`config.mk`:
```
export PLATFORM = sky130hd
export DESIGN_NAME = traffic_timer
export DESIGN_NICKNAME = d
export VERILOG_FILES = /design/src/rtl/traffic_timer.sv
export SDC_FILE = /design/constraint.sdc
export NUM_CORES = 1
export LEC_CHECK = 0
export CAP_MARGIN = 40
export CORE_MARGIN = 2
export CORE_UTILIZATION = 53
export DETAILED_ROUTE_END_ITERATION = 16
export PLACE_DENSITY = 0.95
export SYNTH_ARGS = -nofsm -noshare
export SYNTH_HDL_FRONTEND = slang
export SYNTH_SLANG_ARGS = --single-unit
```
`constraint.sdc`:
```
create_clock -name clk -period 4.38 [get_ports clk]
set_clock_uncertainty 0.15 [all_clocks]
set_input_delay 0.876 -clock clk [delete_from_list [all_inputs] [get_ports clk]]
set_output_delay 0.876 -clock clk [all_outputs]
set_load 0.02 [all_outputs]
```
`src/rtl/traffic_timer.sv`:
```
// Sensor conditioning (sync, debounce, request latch) and the green/yellow
// downcounters for the light FSM; lamp feedback gates each countdown.
module traffic_timer #(
  parameter int TICK_DIV   = 1000,
  parameter int DEB_CYCLES = 4
) (
  input  logic        clk,
  input  logic        rst_n,
  input  logic        sensor_raw,
  input  logic        g,
  input  logic        y,
  input  logic [15:0] green_len,
  input  logic [15:0] yellow_len,
  output logic        s,
  output logic [15:0] g_dc,
  output logic [15:0] y_dc
);

  localparam int PC_W  = (TICK_DIV > 1)   ? $clog2(TICK_DIV)   : 1;
  localparam int CNT_W = (DEB_CYCLES > 1) ? $clog2(DEB_CYCLES) : 1;
  localparam logic [PC_W-1:0]  PC_MAX  = PC_W'(TICK_DIV - 1);
  localparam logic [CNT_W-1:0] CNT_MAX = CNT_W'(DEB_CYCLES - 1);

  logic             q1_q, q2_q;
  logic             db_q, db_d;
  logic [CNT_W-1:0] cnt_q, cnt_d;
  logic             req_q, req_d;
  logic [1:0]       ph_prev_q;
  logic [PC_W-1:0]  pc_q, pc_d;
  logic [15:0]      g_dc_q, g_dc_d;
  logic [15:0]      y_dc_q, y_dc_d;

  logic phase_chg;
  logic pc_wrap;
  logic tick;
  logic db_rise;

  always_comb begin
    db_d  = db_q;
    cnt_d = cnt_q;
    if (q2_q == db_q) begin
      cnt_d = '0;
    end else if (cnt_q == CNT_MAX) begin
      db_d  = q2_q;
      cnt_d = '0;
    end else begin
      cnt_d = cnt_q + 1'b1;
    end
  end

  // Set on the very edge db goes high, so the request appears with db itself.
  assign db_rise = db_d & ~db_q;

  always_comb begin
    req_d = req_q;
    if (g) begin
      req_d = 1'b0;
    end else if (db_rise) begin
      req_d = 1'b1;
    end
  end

  assign phase_chg = ({g, y} != ph_prev_q);
  assign pc_wrap   = (pc_q == PC_MAX);
  assign tick      = !phase_chg && pc_wrap;

  always_comb begin
    pc_d = pc_q + 1'b1;
    if (phase_chg || pc_wrap) begin
      pc_d = '0;
    end
  end

  // Counters reload continuously outside their phase and saturate at zero inside it.
  always_comb begin
    g_dc_d = g_dc_q;
    if (!g) begin
      g_dc_d = green_len;
    end else if (tick && (g_dc_q != 16'd0)) begin
      g_dc_d = g_dc_q - 16'd1;
    end
  end

  always_comb begin
    y_dc_d = y_dc_q;
    if (!y) begin
      y_dc_d = yellow_len;
    end else if (tick && (y_dc_q != 16'd0)) begin
      y_dc_d = y_dc_q - 16'd1;
    end
  end

  always_ff @(posedge clk or negedge rst_n) begin
    if (!rst_n) begin
      q1_q      <= 1'b0;
      q2_q      <= 1'b0;
      db_q      <= 1'b0;
      cnt_q     <= '0;
      req_q     <= 1'b0;
      ph_prev_q <= 2'b00;
      pc_q      <= '0;
      g_dc_q    <= 16'd0;
      y_dc_q    <= 16'd0;
    end else begin
      q1_q      <= sensor_raw;
      q2_q      <= q1_q;
      db_q      <= db_d;
      cnt_q     <= cnt_d;
      req_q     <= req_d;
      ph_prev_q <= {g, y};
      pc_q      <= pc_d;
      g_dc_q    <= g_dc_d;
      y_dc_q    <= y_dc_d;
    end
  end

  assign s    = req_q;
  assign g_dc = g_dc_q;
  assign y_dc = y_dc_q;

endmodule

```
==> metrics.csv <==
metric,value,unit
status,completed,
Synth top area share,45.6,%
vias in the first global route,2556,
synth warn,0,
max_cap viols,0,
Final Hold Fails,0,
"Seq/Total Area, Yosys",45.6,%
Placer Congestion,0.870,
worst rel slew slack,48.5,%
critical path cell sequence,clkdlybuf4s50_1 > xor2_1 > nor2_2 > nand4_1 > or4_1 > a31oi_1,
setup violators final,0,
1st-pass router iterations,4,
VDD IR max,0.191,mV
layout cells sized above 1,7.56,%
period utilisation layout,71.4,%
post-route minimum period,3130,ps
Num Clock Sinks,50,
Critical Path RT,4460,ps
Crit. End Element,flip-flop,
Starting DRT DRC Count,213,
CTS Buffer Depth,2,
worst slew pin tran,772,ps
Final ANT Viol Nets,0,
fmax,320,MHz
top_reg_cell synth,dfrtp_1,
"Avg Cell Area, Syn",9.47,um^2
type of the tightest min-delay check,reg -> reg,
largest net degree at the start of global routing,40,
Final nets,397,
placed cell count,419,
die area,5770,um^2
CTS tree,built,
leakage power,1.38,nW
H-tree lvl count,2,
vias per cell,5.85,
distinct cell type count after synthesis,43,
most frequent cells in the layout,"clkdlybuf4s50_1 (68), dfrtp_1 (50), nor2_1 (42), a31oi_1 (18)",
DR vias,2500,
"commonest non-fill, non-tap cell in the layout",clkdlybuf4s50_1,
Yosys reg bits,50,
Worst setup SP type,input port,
cts hold-fix bufs,0,
overflow left after global routing,0,
Worst Path Max Fanout,19,
register area,1250,um^2
"slowest stage delay, CP",630,ps
Post-synth EDFFs,0,
crit path kind,in -> reg,
Post-Synthesis Cells,290,
antenna diode count,0,
FILL cells,365,
post-detail-place hpwl,4960,um
area of the multi-input gates,1410,um^2
critical path's slowest cell,nor2_2,
Root Driver,clkbuf_8,
IO buf count,69,
setup_tns,0,ps
Horiz. Die Dim,76.0,um
RSZ-0062 raised after global routing,false,
post-synthesis cell area,2750,um^2
Initial Utilization,54.5,%
clk_lat worst skew,300,ps
fin cells,427,
routed len/inst,15.7,um
initial antenna violation count,0,
"Reg clk slew, reported paths",100,ps
Syn Nets,331,
num rows,26,
Ports,70,
top post-synthesis cells by area,"dfrtp_1 (46%), nor2_1 (5.7%), xor2_1 (4.1%)",
Die Ht,76.0,um
area delta synth->final,31.9,%
post-CTS setup buffer count,0,
first-pass GRT wire length,11600,um
residual DRC count,0,
Num CTS Buffers,5,
Core ar.,5040,um^2
Pins Over Slew Limit,0,
Resize count post-CTS,0,
crit path DAT,3210,ps
GRT Resource Usage Total,24.2,%
cell taking the most area after synthesis,dfrtp_1,
ys async rst share,100,%
Power Density,312,nW/um^2
final wirelength,6720,um
## cell usage after synthesis (5+ instances only)
cell type,number
nor2b_1,5
o31ai_1,9
a31oi_1,18
xnor2_1,7
dfrtp_1,50
nand2_1,7
nor4_1,6
nor2_1,42
nand4_1,15
xor2_1,13
a21oi_1,15
or3_1,11
nor3_1,7
o21ai_0,7
or4_1,12
inv_1,7
clkbuf_1,11
## cell type report
cell class / count / area share (%)
clock inverter: 3 / 1.24
timing repair buffer: 73 / 20.2
clock buffer: 5 / 1.90
sequential: 50 / 34.5
multi-input combinational: 219 / 39.0
tap: 70 / 2.42
inverter: 7 / 0.725
## path summary, 6_finish.rpt
kind / from / end / slack [ps] / depth (start not counted)
min reg2reg: q1_q / q2_q / 210 / 0
max in group asynchronous: rst_n / g_dc[0] / 3300 / 2
min in group asynchronous: rst_n / g_dc[12] / 290 / 1
min: q1_q / q2_q / 210 / 0
max reg2reg: pc_q[0] / y_dc[9] / 1840 / 7
max: g / g_dc[8] / 1250 / 6
## where the power goes
group / total, mW / internal [mW] / leakage, nW / switching [mW]
clock: 0.330 / 0.170 / 0.0504 / 0.160
combinational: 0.243 / 0.123 / 0.733 / 0.120
sequential: 0.556 / 0.504 / 0.596 / 0.0527
total: 1.13 / 0.796 / 1.38 / 0.333
## cell families after synthesis
kind of cell	synth area share, %
AO/OA/AOI/OAI	11.7
XOR/XNOR	6.38
adder cells (fa/ha/maj)	1.82
buffers and inverters	3.01
flip-flops	45.6
multiplexers	2.41
AND/OR/NAND/NOR	29.2
## registers in the layout, indices dropped and copies added (netlist names)
name	cells
g_dc	16
y_dc	16
pc_q	10
cnt_q	2
ph_prev_q	2
db_q	1
q1_q	1
q2_q	1
s	1
## per-stage QoR
step                      hold slack (ps)  setup WS (ps)  utilization [%]  power [mW]  area (um^2)
after floorplan                       181           1830                -       0.676         2750
after global placement                184           1030             69.0       0.793         3480
after detailed placement              197            926             69.6       0.808         3510
after CTS                             220           1270             71.9        1.14         3620
after global routing                  231           1080             71.9        1.18         3620
final                                 214           1250             71.9        1.13         3620
## critical path: cells and delay by family
kind / cells / cell delay [ps]
simple gates: 3 / 1510
buf+inv: 1 / 440
xor+xnor: 1 / 200
compound gates: 1 / 190
## layer usage
layer | part of all wire, % | GRT usage [%]
met5 | 0 | 0
met4 | 1.4 | 6.36
met3 | 6.4 | 5.09
met2 | 52 | 44.0
met1 | 40 | 29.4
Note: power is estimated with default switching activity, not from simulation.
